===== config.mk =====
export PLATFORM = sky130hd
export DESIGN_NAME = cpc_busrq_arbiter_flat
export DESIGN_NICKNAME = d
export VERILOG_FILES = /design/src/rtl/cpc_busrq_arbiter_if.sv /design/src/rtl/cpc_busrq_arbiter.sv /design/src/flat_wrapper.sv
export SDC_FILE = /design/constraint.sdc
export NUM_CORES = 1
export LEC_CHECK = 0
export ABC_AREA = 1
export CORE_MARGIN = 2
export CORE_UTILIZATION = 48
export CTS_BUF_LIST = sky130_fd_sc_hd__clkbuf_16
export CTS_CLUSTER_SIZE = 16
export DETAILED_ROUTE_END_ITERATION = 16
export GPL_TIMING_DRIVEN = 0
export HOLD_SLACK_MARGIN = 0.12
export PLACE_DENSITY = 0.74
export SLEW_MARGIN = 10
export SYNTH_ARGS = -nofsm -noshare
export SYNTH_HDL_FRONTEND = slang
export SYNTH_SLANG_ARGS = --single-unit

===== constraint.sdc =====
create_clock -name CLK -period 1.6 [get_ports CLK]
set_input_delay 0.16 -clock CLK [delete_from_list [all_inputs] [get_ports CLK]]
set_output_delay 0.16 -clock CLK [all_outputs]
set_load 0.02 [all_outputs]

===== src/rtl/cpc_busrq_arbiter_if.sv =====
// cpc_busrq_arbiter_if: backplane-side handshake bundle for the bus-request arbiter.
//   SLOT_REQ  per-slot bus request, active-high, synchronous to CLK
//   SLOT_GNT  one-hot grant, active-high
//   GNT_ID    binary index of the granted slot (0 when no grant)
//   BUSRQ_B   to the CPC, low requests the bus (board buffers it open-drain)
//   BUSACK_B  from the CPC, asynchronous, low when the Z80 has released the bus
//   TIMEOUT   one-cycle pulse when a grant is revoked (0 unless the timeout build is used)
// modport master: the arbiter. modport slave: the slots and CPC side.
interface cpc_busrq_arbiter_if #(
    parameter int unsigned NSLOTS = 4
);
    logic [NSLOTS-1:0] SLOT_REQ;
    logic [NSLOTS-1:0] SLOT_GNT;
    logic [2:0]        GNT_ID;
    logic              BUSRQ_B;
    logic              BUSACK_B;
    logic              TIMEOUT;

    modport master (
        input  SLOT_REQ,
        input  BUSACK_B,
        output SLOT_GNT,
        output GNT_ID,
        output BUSRQ_B,
        output TIMEOUT
    );

    modport slave (
        output SLOT_REQ,
        output BUSACK_B,
        input  SLOT_GNT,
        input  GNT_ID,
        input  BUSRQ_B,
        input  TIMEOUT
    );
endinterface


===== src/rtl/cpc_busrq_arbiter.sv =====
// cpc_busrq_arbiter: shares the CPC Z80 BUSRQ/BUSACK mechanism among expansion slots.
// One slot holds the bus at a time, chosen round-robin; the bus is handed back to the
// Z80 when the holder drops its request.
// Ports:
//   CLK    CPC bus clock, all state on the rising edge
//   RESET  synchronous, active-high
//   bus    cpc_busrq_arbiter_if.master (SLOT_REQ, SLOT_GNT, GNT_ID, BUSRQ_B, BUSACK_B, TIMEOUT)
// Optional feature macro CPC_BUSRQ_TIMEOUT_EN: revoke a grant held for TIMEOUT_CYCLES
// cycles, pulse TIMEOUT, and lock that slot out until it drops its request once.
module cpc_busrq_arbiter #(
    parameter int unsigned NSLOTS         = 4,
    parameter int unsigned SYNC_STAGES    = 2,
    parameter int unsigned TIMEOUT_CYCLES = 4096
) (
    input logic                 CLK,
    input logic                 RESET,
    cpc_busrq_arbiter_if.master bus
);
    localparam int unsigned IdxW = (NSLOTS > 1) ? $clog2(NSLOTS) : 1;

    localparam logic [1:0] StIdle    = 2'd0;
    localparam logic [1:0] StReq     = 2'd1;
    localparam logic [1:0] StGrant   = 2'd2;
    localparam logic [1:0] StRelease = 2'd3;

    logic [1:0]             state_q, state_d;
    logic [SYNC_STAGES-1:0] sync_q;
    logic [SYNC_STAGES-1:0] sync_vld_q;
    logic                   ack;
    logic                   ready_q, ready_d;
    logic [2:0]             last_q, last_d;
    logic [NSLOTS-1:0]      gnt_q, gnt_d;
    logic [2:0]             id_q, id_d;
    logic [NSLOTS-1:0]      elig;
    logic                   holder_req;
    logic                   win_found;
    logic [2:0]             win_id;
    int                     idx;

`ifdef CPC_BUSRQ_TIMEOUT_EN
    localparam int unsigned CntW = $clog2(TIMEOUT_CYCLES) + 1;
    logic [CntW-1:0]   cnt_q, cnt_d;
    logic [NSLOTS-1:0] lock_q, lock_d;
    logic              tmo_q, tmo_d;
    assign elig = bus.SLOT_REQ & ~lock_q;
`else
    assign elig = bus.SLOT_REQ;
`endif

    // BUSACK_B synchroniser. sync_vld_q marks when every stage holds a real pin sample,
    // so the reset value of the flops cannot be mistaken for the Z80 having let go.
    always_ff @(posedge CLK) begin
        if (RESET) begin
            sync_q     <= '1;
            sync_vld_q <= '0;
        end else begin
            sync_q     <= {sync_q[SYNC_STAGES-2:0], bus.BUSACK_B};
            sync_vld_q <= {sync_vld_q[SYNC_STAGES-2:0], 1'b1};
        end
    end

    assign ack        = ~sync_q[SYNC_STAGES-1];
    assign holder_req = |(gnt_q & bus.SLOT_REQ);

    // Round-robin: first eligible slot after last_q, wrapping.
    always_comb begin
        win_found = 1'b0;
        win_id    = '0;
        idx       = 0;
        for (int k = 1; k <= int'(NSLOTS); k++) begin
            idx = int'(last_q) + k;
            if (idx >= int'(NSLOTS)) idx = idx - int'(NSLOTS);
            if (!win_found && elig[idx[IdxW-1:0]]) begin
                win_found = 1'b1;
                win_id    = idx[2:0];
            end
        end
    end

    always_comb begin
        state_d = state_q;
        gnt_d   = gnt_q;
        id_d    = id_q;
        last_d  = last_q;
        ready_d = ready_q | (sync_vld_q[SYNC_STAGES-1] & ~ack);
`ifdef CPC_BUSRQ_TIMEOUT_EN
        cnt_d  = cnt_q;
        lock_d = lock_q & bus.SLOT_REQ;
        tmo_d  = 1'b0;
`endif
        case (state_q)
            StIdle: begin
                if (ready_q && (|elig)) state_d = StReq;
            end
            StReq: begin
                if (!(|elig)) begin
                    state_d = StRelease;
                end else if (ack && win_found) begin
                    gnt_d   = NSLOTS'(1) << win_id;
                    id_d    = win_id;
                    last_d  = win_id;
                    state_d = StGrant;
`ifdef CPC_BUSRQ_TIMEOUT_EN
                    cnt_d = '0;
`endif
                end
            end
            StGrant: begin
                // A lost ACK is a protocol violation; treat it like a release.
                if (!ack || !holder_req) begin
                    gnt_d   = '0;
                    id_d    = '0;
                    state_d = StRelease;
                end else begin
`ifdef CPC_BUSRQ_TIMEOUT_EN
                    if (cnt_q == CntW'(TIMEOUT_CYCLES - 1)) begin
                        lock_d  = lock_d | gnt_q;
                        tmo_d   = 1'b1;
                        gnt_d   = '0;
                        id_d    = '0;
                        state_d = StRelease;
                    end else begin
                        cnt_d = cnt_q + 1'b1;
                    end
`endif
                end
            end
            default: begin
                // Hold BUSRQ_B high until the Z80 has reclaimed the bus.
                if (!ack) state_d = StIdle;
            end
        endcase
    end

    always_ff @(posedge CLK) begin
        if (RESET) begin
            state_q <= StIdle;
            gnt_q   <= '0;
            id_q    <= '0;
            last_q  <= 3'(NSLOTS - 1);
            ready_q <= 1'b0;
`ifdef CPC_BUSRQ_TIMEOUT_EN
            cnt_q  <= '0;
            lock_q <= '0;
            tmo_q  <= 1'b0;
`endif
        end else begin
            state_q <= state_d;
            gnt_q   <= gnt_d;
            id_q    <= id_d;
            last_q  <= last_d;
            ready_q <= ready_d;
`ifdef CPC_BUSRQ_TIMEOUT_EN
            cnt_q  <= cnt_d;
            lock_q <= lock_d;
            tmo_q  <= tmo_d;
`endif
        end
    end

    assign bus.SLOT_GNT = gnt_q;
    assign bus.GNT_ID   = id_q;
    // RESET forces the request off at once, without waiting for the clock edge.
    assign bus.BUSRQ_B  = RESET | ~((state_q == StReq) | (state_q == StGrant));
`ifdef CPC_BUSRQ_TIMEOUT_EN
    assign bus.TIMEOUT = tmo_q;
`else
    assign bus.TIMEOUT = 1'b0;
`endif
endmodule


===== src/flat_wrapper.sv =====
// flat-port wrapper written by rule: the top's interface ports become plain ports
module cpc_busrq_arbiter_flat 
#(
    parameter int unsigned NSLOTS         = 4,
    parameter int unsigned SYNC_STAGES    = 2,
    parameter int unsigned TIMEOUT_CYCLES = 4096
)
  (CLK, RESET, bus_SLOT_REQ, bus_BUSACK_B, bus_SLOT_GNT, bus_GNT_ID, bus_BUSRQ_B, bus_TIMEOUT);
  cpc_busrq_arbiter_if #(.NSLOTS(NSLOTS)) bus_i ();
  input logic CLK;
  input logic RESET;
  input wire logic [$bits(bus_i.SLOT_REQ)-1:0] bus_SLOT_REQ;
  input wire logic [$bits(bus_i.BUSACK_B)-1:0] bus_BUSACK_B;
  output wire logic [$bits(bus_i.SLOT_GNT)-1:0] bus_SLOT_GNT;
  output wire logic [$bits(bus_i.GNT_ID)-1:0] bus_GNT_ID;
  output wire logic [$bits(bus_i.BUSRQ_B)-1:0] bus_BUSRQ_B;
  output wire logic [$bits(bus_i.TIMEOUT)-1:0] bus_TIMEOUT;
  assign bus_i.SLOT_REQ = bus_SLOT_REQ;
  assign bus_i.BUSACK_B = bus_BUSACK_B;
  assign bus_SLOT_GNT = bus_i.SLOT_GNT;
  assign bus_GNT_ID = bus_i.GNT_ID;
  assign bus_BUSRQ_B = bus_i.BUSRQ_B;
  assign bus_TIMEOUT = bus_i.TIMEOUT;
  cpc_busrq_arbiter #(.NSLOTS(NSLOTS), .SYNC_STAGES(SYNC_STAGES), .TIMEOUT_CYCLES(TIMEOUT_CYCLES)) u_core (.CLK(CLK), .RESET(RESET), .bus(bus_i));
endmodule

==> summary.txt <==
Detailed routing
  – Wire length per cell: 12.7 µm
  – Via Count: 1200
  – Routed WL: 2840 µm
  – Initial DRT Pass Iterations: 4
  – Iter 0 DRT Violations: 31
  – Vias per cell: 5.38
  – Residual DRC count: 0
  – Post-route antenna net violation count: 0

Place
  – Hpwl dp: 1970 µm
  – Placed Cells: 209
  – PortBufs: 14
  – Placer Congestion: 0.902

Cells and area
  – Non-filler cells, final: 223
  – Diode count: 0
  – Layout cell share with drive strength beyond 1: 0.308
  – Layout Nets: 209
  – Core Util, Final: 0.705
  – FILL cells: 185
  – Storage element area: 349 µm²
  – Area Overhead vs Synth: 38.4%
  – Multi-input logic area: 737 µm²

Setup path
  – Crit-path max cell delay: 370 ps
  – WP data arrival: 1880 ps
  – Crit. End Element: register
  – Slowest CP cell: dfxtp_4
  – RR Startpoint: u_core.last_q[0]
  – Worst Reg-to-Reg Cells: 11
  – Delay-heaviest family, CP: simple AND/OR/NAND/NOR gates
  – Worst R2R Setup Slack: -110 ps
  – WS Path Type: reg2reg
  – Worst path cell trace: inv_6 -> ha_4 -> inv_4 -> nand3_2 -> nand2_2 -> nand4_1 -> nand3_1 -> nand2_2 -> inv_2 -> nand3_1 -> a21oi_1
  – Req. time, crit path: 1770 ps
  – Maximum fanout along the worst path: 4
  – Buf+Inv Stages, Crit Path: 3
  – Crit start category: register
  – Worst flop-to-flop path endpoint: u_core.bus.SLOT_GNT[2]

Timing
  – Final period demand of the worst path: 1710 ps
  – Hold WS: 406 ps
  – Highest clock rate: 585 MHz
  – Setup TNS: -520 ps
  – Final setup viols: 7
  – RSZ-0062 raised after global routing: yes
  – Endpoints failing hold: 0
  – Worst setup margin: -109 ps
  – Skew final: 3.09 ps
  – Max-slew violations: 0
  – Final period util: 1.07

Logic synthesis
  – Most used DFF post-synth: dfxtp_1
  – Synth Net Count: 180
  – Synth warnings: 0
  – Post-synthesis instance area: 1130 µm²
  – Post-synth EDFFs: 0
  – Synth cell types: 29
  – Async SR Flop Fraction: 0
  – Synth top cells by count: nand2_1 (40), inv_1 (22), dfxtp_1 (17), nand3_1 (17), a21oi_1 (13)
  – Area contributors post-synth: dfxtp_1 (30%), nand2_1 (13%), nand3_1 (7.5%)
  – Sequential fraction of the synthesis area: 0.302
  – Synth Instances: 167
  – Synth area leader: dfxtp_1
  – Most common cell in the netlist: nand2_1
  – FF+latch count, synth: 17
  – Mean Syn Cell Area: 6.75 µm²
  – Top-area cell type share of the netlist area: 0.302

Global route
  – GR met3 Demand/Resource: 0.0286
  – Largest net degree at the start of global routing: 11
  – GR peak layer: met2
  – Global route overflow: 0
  – Number of global-route vias before repair: 1090
  – GRT Util Overall: 0.220
  – First-pass GRT wire length: 4540 µm
  – Met1 GRT Util: 0.257
  – Antenna violations before repair: 0
  – Met2 Track Usage GR: 0.402

Clock network
  – Longest Clk Path Bufs: 2
  – Total CTS buffers: 3
  – Worst-path clk slew: 50 ps
  – H-tree lvl count: 1
  – CTS Sinks: 17
  – Root Driver: clkbuf_16
  – TritonCTS clock tree: built
  – Skew-Pair Late Insertion Delay: 250 ps

Floorplanning
  – FP Rows: 17
  – Die ar.: 2750 µm²
  – Die Width: 52.5 µm
  – IO Pins: 16
  – Chip Height: 52.5 µm
  – Core Area: 2210 µm²
  – Starting Density: 0.510

Pwr
  – Pwr Total: 1.99 mW
  – Leakage: 0.728 nW
  – Maximum vdd drop: 0.878 mV
  – P per Cell Area: 1270 nW/µm²

Run
  – MaxCap Viol Count: 0

Hold path
  – Endpoint, Worst Hold: u_core.sync_vld_q[1]
  – Worst hold path type: reg2reg
  – Worst Min Path Start: u_core.sync_vld_q[0]
  – WHS Path Cells: 2

Outcome
  – Status: finished, violations left
  – Failing checks: negative setup slack
==> how the worst max path moves through the flow <==
stage / to / startpoint / cells past startpoint / slack (ps)
2_1_floorplan: u_core.bus.SLOT_GNT[2] / u_core.last_q[1] / 11 / 20
3_3_place_gp: u_core.bus.SLOT_GNT[2] / bus_SLOT_REQ[2] / 12 / -220
3_5_place_dp: u_core.bus.SLOT_GNT[2] / bus_SLOT_REQ[0] / 11 / -290
4_1_cts: u_core.bus.SLOT_GNT[2] / u_core.last_q[0] / 12 / -60
5_1_grt: u_core.bus.SLOT_GNT[2] / u_core.last_q[0] / 11 / -200
6_report: u_core.bus.SLOT_GNT[2] / u_core.last_q[0] / 11 / -110
==> placed cells by master, fill, tap and decap left out <==
cell and instances:
inv_4 2, a211oi_1 1, inv_6 2, ha_4 1
o21ai_0 3, o21ai_1 2, dfxtp_4 2, or2_2 2
a21oi_2 2, buf_4 11, nor2_2 2, inv_2 2
clkinv_2 1, nand2_1 36, nand4_1 4, nor2_4 3
a21oi_1 11, a41oi_1 1, ha_1 5, inv_1 20
dfxtp_1 14, or2_1 1, dlymetal6s2s_1 3, nand4_2 1
clkbuf_1 1, buf_6 1, nor4_1 1, a21boi_0 1
o211ai_1 1, nand3_2 7, nand2_4 3, dfxtp_2 1
clkbuf_16 3, nor2_1 6, nand3_1 13, clkdlybuf4s15_2 1
nand2_2 13, clkdlybuf4s50_1 10, conb_1 1
==> power by group <==
| part | leakage (nW) | switching, mW | total, mW | internal [mW] |
|---|---|---|---|---|
| sequential | 0.139 | 0.0577 | 0.556 | 0.498 |
| combinational | 0.548 | 0.572 | 0.939 | 0.367 |
| clock | 0.0409 | 0.160 | 0.494 | 0.334 |
| total | 0.728 | 0.790 | 1.99 | 1.20 |
==> per-stage QoR <==
stage	setup slack (ps)	area (µm²)
2_1_floorplan	22.3	1140
6_report	-109	1560
5_1_grt	-196	1560
3_3_place_gp	-225	1320
4_1_cts	-56.7	1480
3_5_place_dp	-286	1320
==> flip-flops by register name, indices dropped and copies added, names as in the netlist <==
signal	flops
u_core.state_q	2
u_core.bus.GNT_ID	3
u_core.sync_vld_q	2
u_core.sync_q	2
u_core.last_q	3
u_core.ready_q	1
u_core.bus.SLOT_GNT	4
==> cells by family after synthesis <==
| family | Yosys count | synth area share |
|---|---|---|
| AO/OA/AOI/OAI | 22 | 0.108 |
| adder cells (fa/ha/maj) | 6 | 0.0666 |
| buffers and inverters | 29 | 0.109 |
| flip-flops | 17 | 0.302 |
| other | 1 | 0.00333 |
| AND/OR/NAND/NOR | 92 | 0.412 |
==> metal layers <==
| metal | wire [µm] | part of all wire |
|---|---|---|
| met4 | 37 | 0.013 |
| met1 | 1170 | 0.41 |
| met2 | 1520 | 0.53 |
| met5 | 0 | 0 |
| met3 | 117 | 0.041 |
==> repair_timing <==
item / CTS / global route
setup buffers: 7 / 4
endpoints found under the setup margin: 10 / 12
pin swaps: 6 / 9
resized for setup: 17 / 16
hold buffers: 0 / 0
==> area by class of cell <==
type                    instances  share of cell area
inverters                      26              0.0722
clock inverters                 1             0.00321
repair buffers                 25               0.151
clock buffers                   3              0.0481
flip-flops and latches         17               0.224
plain buffers                   2             0.00722
multi-input cells             121               0.472
well taps                      28              0.0225
==> worst min-delay path: cells and delay by family (launching register included) <==
family	cells	cell delay, ps
and+or+nand+nor	1	30
buffers and inverters	1	40
DFF	1	290
(Power assumes the default switching activity.)
